## src/rtl/rv_mem_pkg.sv

```systemverilog
// Shared load/store encodings and MEM-stage FSM states for the RV32I memory stage.
package rv_mem_pkg;

  localparam logic [2:0] F3_LB  = 3'b000;
  localparam logic [2:0] F3_LH  = 3'b001;
  localparam logic [2:0] F3_LW  = 3'b010;
  localparam logic [2:0] F3_LBU = 3'b100;
  localparam logic [2:0] F3_LHU = 3'b101;
  localparam logic [2:0] F3_SB  = 3'b000;
  localparam logic [2:0] F3_SH  = 3'b001;
  localparam logic [2:0] F3_SW  = 3'b010;

  typedef enum logic {
    IDLE = 1'b0,
    WAIT = 1'b1
  } mem_state_t;

endpackage

```

## src/rtl/lsu_align.sv

```systemverilog
// Byte-lane steering for the data memory: store lane shift and byte enables,
// load lane extract with sign/zero extension, and misalignment detection.
module lsu_align
  import rv_mem_pkg::*;
(
  input  logic [1:0]  addr,
  input  logic [2:0]  funct3,
  input  logic        is_mem,
  input  logic        is_store,
  input  logic [31:0] store_data,
  input  logic [31:0] rdata,
  output logic [31:0] wdata,
  output logic [3:0]  bweb,
  output logic [31:0] load_data,
  output logic        misalign
);

  logic [31:0] byte_shift;
  logic [31:0] half_shift;
  logic [7:0]  byte_v;
  logic [15:0] half_v;

  // Misalignment is judged on the size bits only, so it applies to loads and stores alike
  always_comb begin
    misalign = 1'b0;
    if (is_mem) begin
      case (funct3[1:0])
        2'b01:   misalign = addr[0];
        2'b10:   misalign = (addr != 2'b00);
        default: misalign = 1'b0;
      endcase
    end else begin
      misalign = 1'b0;
    end
  end

  // Store data is replicated across lanes; the active-low enables pick the lane
  always_comb begin
    wdata = store_data;
    bweb  = 4'hF;
    if (is_store) begin
      case (funct3)
        F3_SB: begin
          wdata = {4{store_data[7:0]}};
          bweb  = ~(4'b0001 << addr);
        end
        F3_SH: begin
          wdata = {2{store_data[15:0]}};
          bweb  = addr[1] ? 4'b0011 : 4'b1100;
        end
        F3_SW: begin
          wdata = store_data;
          bweb  = 4'b0000;
        end
        default: begin
          wdata = store_data;
          bweb  = 4'hF;
        end
      endcase
    end else begin
      wdata = store_data;
      bweb  = 4'hF;
    end
  end

  // Load lane extract followed by sign or zero extension
  always_comb begin
    byte_shift = rdata >> {addr, 3'b000};
    half_shift = rdata >> {addr[1], 4'b0000};
    byte_v     = byte_shift[7:0];
    half_v     = half_shift[15:0];
    case (funct3)
      F3_LB:   load_data = {{24{byte_v[7]}}, byte_v};
      F3_LBU:  load_data = {24'h000000, byte_v};
      F3_LH:   load_data = {{16{half_v[15]}}, half_v};
      F3_LHU:  load_data = {16'h0000, half_v};
      F3_LW:   load_data = rdata;
      default: load_data = rdata;
    endcase
  end

endmodule

```

## src/rtl/mem_wb_stage.sv

```systemverilog
// RV32I memory stage with ready-handshake data port, stall generation,
// and the MEM/WB pipeline register feeding write-back and forwarding.
module mem_wb_stage
  import rv_mem_pkg::*;
#(
  parameter int DM_AW = 14
) (
  input  logic             clk,
  input  logic             rst,
  input  logic [31:0]      alu_out_mem,
  input  logic [31:0]      store_data_mem,
  input  logic [4:0]       rd_addr_mem,
  input  logic             wb_en_mem,
  input  logic             mem_rd_mem,
  input  logic             mem_wr_mem,
  input  logic [2:0]       funct3_mem,
  output logic             dm_req,
  output logic             dm_we,
  output logic [DM_AW-1:0] dm_addr,
  output logic [3:0]       dm_bweb,
  output logic [31:0]      dm_wdata,
  input  logic             dm_ready,
  input  logic [31:0]      dm_rdata,
  output logic             stall_mem,
  output logic [31:0]      fw_from_mem,
  output logic [31:0]      fw_from_wb,
  output logic [31:0]      wb_data_wb,
  output logic [4:0]       rd_addr_wb,
  output logic             wb_en_wb,
  output logic             misalign_wb
);

  mem_state_t  state;
  logic        mem_op;
  logic        is_load;
  logic        misalign;
  logic        req;
  logic [31:0] load_data;

  assign mem_op  = mem_rd_mem | mem_wr_mem;
  assign is_load = mem_rd_mem & ~mem_wr_mem;

  lsu_align u_align (
    .addr       (alu_out_mem[1:0]),
    .funct3     (funct3_mem),
    .is_mem     (mem_op),
    .is_store   (mem_wr_mem),
    .store_data (store_data_mem),
    .rdata      (dm_rdata),
    .wdata      (dm_wdata),
    .bweb       (dm_bweb),
    .load_data  (load_data),
    .misalign   (misalign)
  );

  // Gating with rst drops the request the instant reset asserts, even mid-access
  assign req         = rst & ((state == WAIT) | (mem_op & ~misalign));
  assign dm_req      = req;
  assign dm_we       = req & mem_wr_mem;
  assign dm_addr     = alu_out_mem[DM_AW+1:2];
  assign stall_mem   = req & ~dm_ready;
  assign fw_from_mem = alu_out_mem;
  assign fw_from_wb  = wb_data_wb;

  // Access FSM: leave IDLE only when the memory does not accept on the first cycle
  always_ff @(posedge clk or negedge rst) begin
    if (!rst) begin
      state <= IDLE;
    end else begin
      case (state)
        IDLE:    state <= stall_mem ? WAIT : IDLE;
        WAIT:    state <= dm_ready ? IDLE : WAIT;
        default: state <= IDLE;
      endcase
    end
  end

  // MEM/WB register; a stalled cycle inserts a bubble so each instruction writes once
  always_ff @(posedge clk or negedge rst) begin
    if (!rst) begin
      wb_data_wb  <= 32'h0000_0000;
      rd_addr_wb  <= 5'd0;
      wb_en_wb    <= 1'b0;
      misalign_wb <= 1'b0;
    end else if (stall_mem) begin
      wb_en_wb    <= 1'b0;
      misalign_wb <= 1'b0;
    end else begin
      rd_addr_wb  <= rd_addr_mem;
      wb_en_wb    <= wb_en_mem & (rd_addr_mem != 5'd0) & ~misalign;
      wb_data_wb  <= is_load ? load_data : alu_out_mem;
      misalign_wb <= misalign;
    end
  end

endmodule

```

## config.mk

```make
export PLATFORM = sky130hd
export DESIGN_NAME = mem_wb_stage
export DESIGN_NICKNAME = d
export VERILOG_FILES = /design/src/rtl/rv_mem_pkg.sv /design/src/rtl/lsu_align.sv /design/src/rtl/mem_wb_stage.sv
export SDC_FILE = /design/constraint.sdc
export NUM_CORES = 1
export LEC_CHECK = 0
export CAP_MARGIN = 20
export CORE_UTILIZATION = 32
export CTS_CLUSTER_DIAMETER = 50
export DETAILED_ROUTE_END_ITERATION = 12
export PLACE_DENSITY = 0.82
export SLEW_MARGIN = 20
export SYNTH_ARGS = -nofsm -noshare
export SYNTH_HDL_FRONTEND = slang
export SYNTH_SLANG_ARGS = --single-unit
```

## constraint.sdc

```tcl
create_clock -name clk -period 2.4 [get_ports clk]
set_input_delay 0.48 -clock clk [delete_from_list [all_inputs] [get_ports clk]]
set_output_delay 0.48 -clock clk [all_outputs]
set_load 0.02 [all_outputs]
```

**Word level (Yosys, flattened, before mapping)**

Cells that the tools add are included.

- Word-level logic and storage cells: 45
- Latch bits: 0
- Memory bits (read-only): 0
- Memories: 0
- Input bits: 110
- Memory bits (writable): 0
- Register bits: 40

- Multipliers: 0
- Add/subtract/negate cells: 0
- Bitwise operators: 14
- Equality and inequality tests: 6
- Order comparisons: 0
- Reduce and logical (&&, ||, !) cells: 3
- Shift-type cells: 3
- Muxes and demuxes: 14
- Divide/modulo/power cells: 0

Operators by type and width:

| cell | count |
|---|---|
| $pmux W32 S4 | 1 |
| $mux W32 | 2 |
| $pmux W32 S2 | 1 |
| $shr A32 B5 Y16 | 1 |
| $shr A32 B5 Y8 | 1 |
| $pmux W4 S3 | 1 |
| $mux W4 | 2 |
| $and A1 B1 Y1 | 7 |
| $eq A3 B3 Y1 const B | 2 |
| $mux W1 | 5 |
| $reduce_bool A5 Y1 | 1 |
| $not A1 Y1 | 4 |
| $not A4 Y4 | 1 |
| $pmux W1 S2 | 2 |
| $shl A1 B2 Y4 const A | 1 |
| $eq A3 B1 Y1 const B | 1 |
| $eq A3 B2 Y1 const B | 1 |
| $logic_not A3 Y1 | 1 |
| $eq A2 B1 Y1 const B | 1 |
| $eq A2 B2 Y1 const B | 1 |
| $or A1 B1 Y1 | 2 |
| $reduce_bool A2 Y1 | 1 |

**Depth between registers and ports, before layout**

- Word-level depth: 10
- Depth in mapped cells: 9
- Mapped depth without buffers: 7

**Hierarchy**

Synthesis repeated with hierarchy kept, for this count alone.

- Cells, all modules: 397
- Area total of the unflattened synthesis: 4,061.4 um^2

Modules (own cells, without submodules):

| module | area an instance (um^2) | cells each | instances |
|---|---|---|---|
| mem_wb_stage | 2,795.2 | 211 | 1 |
| lsu_align | 1,266.2 | 186 | 1 |

**Worst setup path before layout**

Ideal clock, no wire load.

- Path kind: input to output
- From: in funct3_mem[1]
- To: out dm_wdata[22]
- Buffers on the path: 3
- Data required time: 1,920 ps
- Cell stages on the path: 8
- Path slack: -109 ps
- Arrival: 2,029 ps
- Cells stage by stage: inv_1 > ha_1 > buf_2 > nor2b_1 > buf_2 > o21ai_2 > buf_2 > mux2_2

- Cells in the longest elaborated chain, start to end: 3
- Elaborated cells between the ends (all ways): 4
- Those cells by class: eq/ne (1); mux (2); reduce/logical (1)

RTL lines:

| element | RTL line | text |
|---|---|---|
| from (decl) | mem_wb_stage.sv:16 | `input logic [2:0] funct3_mem,` |
| $eq A3 B1 Y1 or $logic_not A3 Y1 (tied branches) | lsu_align.sv:42 | `case (funct3)` |
| $pmux W32 S2 (*) | lsu_align.sv:42 |  |
| $mux W32 (*) | lsu_align.sv:41 | `if (is_store) begin` |
| to (decl) | mem_wb_stage.sv:21 | `output logic [31:0] dm_wdata,` |

Every way passes the cells marked *; elsewhere a longest branch is shown, timed or not.

**Final worst setup path**

- From: in alu_out_mem[0]
- To: out fw_from_mem[0]

RTL lines:

| element | RTL line | text |
|---|---|---|
| from (decl) | mem_wb_stage.sv:10 | `input logic [31:0] alu_out_mem,` |
| to (decl) | mem_wb_stage.sv:25 | `output logic [31:0] fw_from_mem,` |

No word-level cell between the ends.

==> out/metrics.cfg <==
[outcome]
status=complete, no violations

[logic_synthesis]
ys_types=47
ys_seq_area_share_pct=27.82
yosysWarnings=0
yosysTopAreaCell=dfrtp_1
ys_top_cells_by_area=dfrtp_1 28%, buf_4 18%, mux2_2 8.4%, a22o_1 5.8%, nand2_1 4.9%
syn_area_um2=3598
synth_nets=531
synth_top_area_share_pct=27.82
synth_area_per_cell_um2=8.629
netlist_instances=417
synth-seq-cells=40

[timing]
tightest_slew_ns=0.4771
fin_crit_sh_pct=97.19
max_freq_mhz=428.7
relSlewSlack_pct=68.20
finalMaxSlewViolations=0
fin_crit_ns=2.332
rsz0062_at_grt=no
finClkSkew_ns=0.007252
report.final.hold_viol_count=0
fin_ws_ns=0.06756
finalSetupViolations=0
setup_tns_ns=0

[placed_design]
portBuffers=265
place_area_um2=6096
dp_worst_setup_slack_ns=-0.8511
dpl.hpwl_um=11560
gp_congestion=0.8290
placed_cells=763

[power]
switching_share_pct=36.89
clkPwrFrac_pct=17.9
seq_power_share_pct=29.7
p_comb_share_pct=52.4
cellLeakagePower_uw=0.002612
internal_power_uw=1730
p_per_area_nw_per_um2=441.5
p_switching_uw=1011
ir_worst_vdd_mv=0.2383

[clock_network]
htreeDepth=2
clk_pin_slew_ns=0.08
numCtsBuffers=5
cts_sinks=40
cts_tree=built
root_buffer=clkbuf_8
clock_path_buffers=2
clock_latency_ns=0.30

[worst_hold_path]
hold_start=fw_from_wb[0]
hold_depth=2
min_path_type=reg -> reg
hold-path-endpoint=fw_from_wb[0]

[worst_setup_path]
end_kind=primary output
worst-setup-path-type=in -> out
arrival_ns=1.85
r2r_cells=5
start_kind=input pin
cp.required_ns=1.92
r2r_slack_ns=0.74
worst-path-max-fanout=9
r2r-start=state
rr_endpoint=fw_from_wb[24]

[grt]
first_global_vias=4003
use_met1_pct=24.06
grt_overflow=0
gr-usage-all-layers_pct=23.10
grt_start_max_net_pins=53
grt_pass1_wl_um=20670
met2_usage_pct=45.45
antenna_found_initial=0
grt-busiest-layer=met2
met3_usage_pct=4.641

[finish]
instances_no_fill=777
diodes=0
post-route-util_pct=57.03
syn_to_final_growth_pct=72.57
drive_gt1_share_pct=25.43
stdcell_area_um2=6210
final_common_cell=clkdlybuf4s50_1
final_nets=750
mostFrequentLayoutCells=229 x clkdlybuf4s50_1, 59 x buf_4, 46 x nand2_1

[route]
totalWireLength_um=13890
drtIter0Drc=154
first_pass_iters=4
num_vias=3913
routedWlPerCell_um=17.88
drc=0
ant_nets=0
viasPerCell=5.036

[die]
core_um2=10890
rows=38
die_h_um=108.0
design.die.area_um2=11670
die_w_um=108.0
pin_count=266
start_util_pct=33.05

[run]
maxCapViolations=0

power by group through the flow:
stage / sequential (uW) / combinational, uW / clock [uW]
finish: 814 / 1440 / 490
global placement: 823 / 1430 / 0
floorplan: 916 / 681 / 0
CTS: 816 / 1430 / 500
global route: 827 / 1520 / 530
detailed placement: 830 / 1450 / 0
timing repair:
action | in CTS | in global routing
endpoints found under the setup margin | 70 | 45
buffers inserted | 0 | 4
hold buffers | 1 | 0
endpoints found under the hold margin | 2 | 0
gates cloned | 1 | 0
pin swaps | 2 | 3
resized for setup | 137 | 16
worst max-delay path by stage:
stage,start,endpoint,slack [ns],depth (start not counted)
2_1_floorplan,funct3_mem[1],dm_wdata[22],-0.005,8
3_3_place_gp,funct3_mem[0],dm_wdata[9],-0.77,8
3_5_place_dp,funct3_mem[0],dm_wdata[13],-0.85,8
4_1_cts,funct3_mem[0],dm_wdata[31],-0.005,8
5_1_grt,alu_out_mem[0],dm_bweb[3],0.01,6
6_report,alu_out_mem[0],fw_from_mem[0],0.07,3
registers in the layout, indices dropped and copies added, names as in the netlist:
name and flops:
fw_from_wb 32, rd_addr_wb 5, misalign_wb 1, state 1
wb_en_wb 1
cell usage after synthesis, drive strengths merged:
master   instances
o221ai           2
dfrtp           40
and3b            1
o22ai            7
nand2b           3
or2              2
buf            101
nor2b            6
a32o             1
mux2            29
and2             3
or4              1
nand2           47
nand3            1
o2111ai          1
mux2i           10
a22o            24
nor3             2
a31oi            1
o31a             1
or3b             1
a311oi           1
nor2            31
o221a            6
a21oi           20
nor4             1
o21ai           32
ha               4
nand3b           2
o31ai            7
inv              5
a221oi           6
a211oi           1
o311ai           1
o211ai           2
clkbuf          13
nand4b           1
per-stage QoR:
stage / hold WS, ns / total power (uW)
finish: 0.5020 / 2741
global route: 0.5278 / 2876
CTS: 0.5087 / 2746
detailed placement: 0.3202 / 2278
global placement: 0.3121 / 2250
floorplan: 0.1844 / 1597
cell type report:
type | count | area [um2]
Fill cell | 975 | 4678
Timing Repair Buffer | 326 | 3065
Multi-Input combinational cell | 258 | 1849
Sequential cell | 40 | 1001
Tap cell | 140 | 175.2
Clock buffer | 6 | 82.58
Inverter | 5 | 21.27
Clock inverter | 2 | 15.01
critical path, stage by stage:
cell	delay, ns
clkdlybuf4s50_1	0.51
buf_4	0.21
clkdlybuf4s50_1	0.65
metal layers:
layer / wire length, um / vias up / share of wire (%)
li1: - / 1835 / -
met1: 5094 / 1868 / 37
met2: 7505 / 189 / 54
met3: 1014 / 21 / 7.3
met4: 275 / 0 / 2.0
met5: 0 / - / 0
cells by family after synthesis:
kind of cell	after synthesis	synth area share, %
AOI/OAI and AO/OA	113	23.64
adders and majority gates	4	1.391
buffers and inverters	119	22.71
DFF	40	27.82
muxes	39	11.86
and+or+nand+nor	102	12.59
Note: power is estimated with default switching activity, not from simulation.
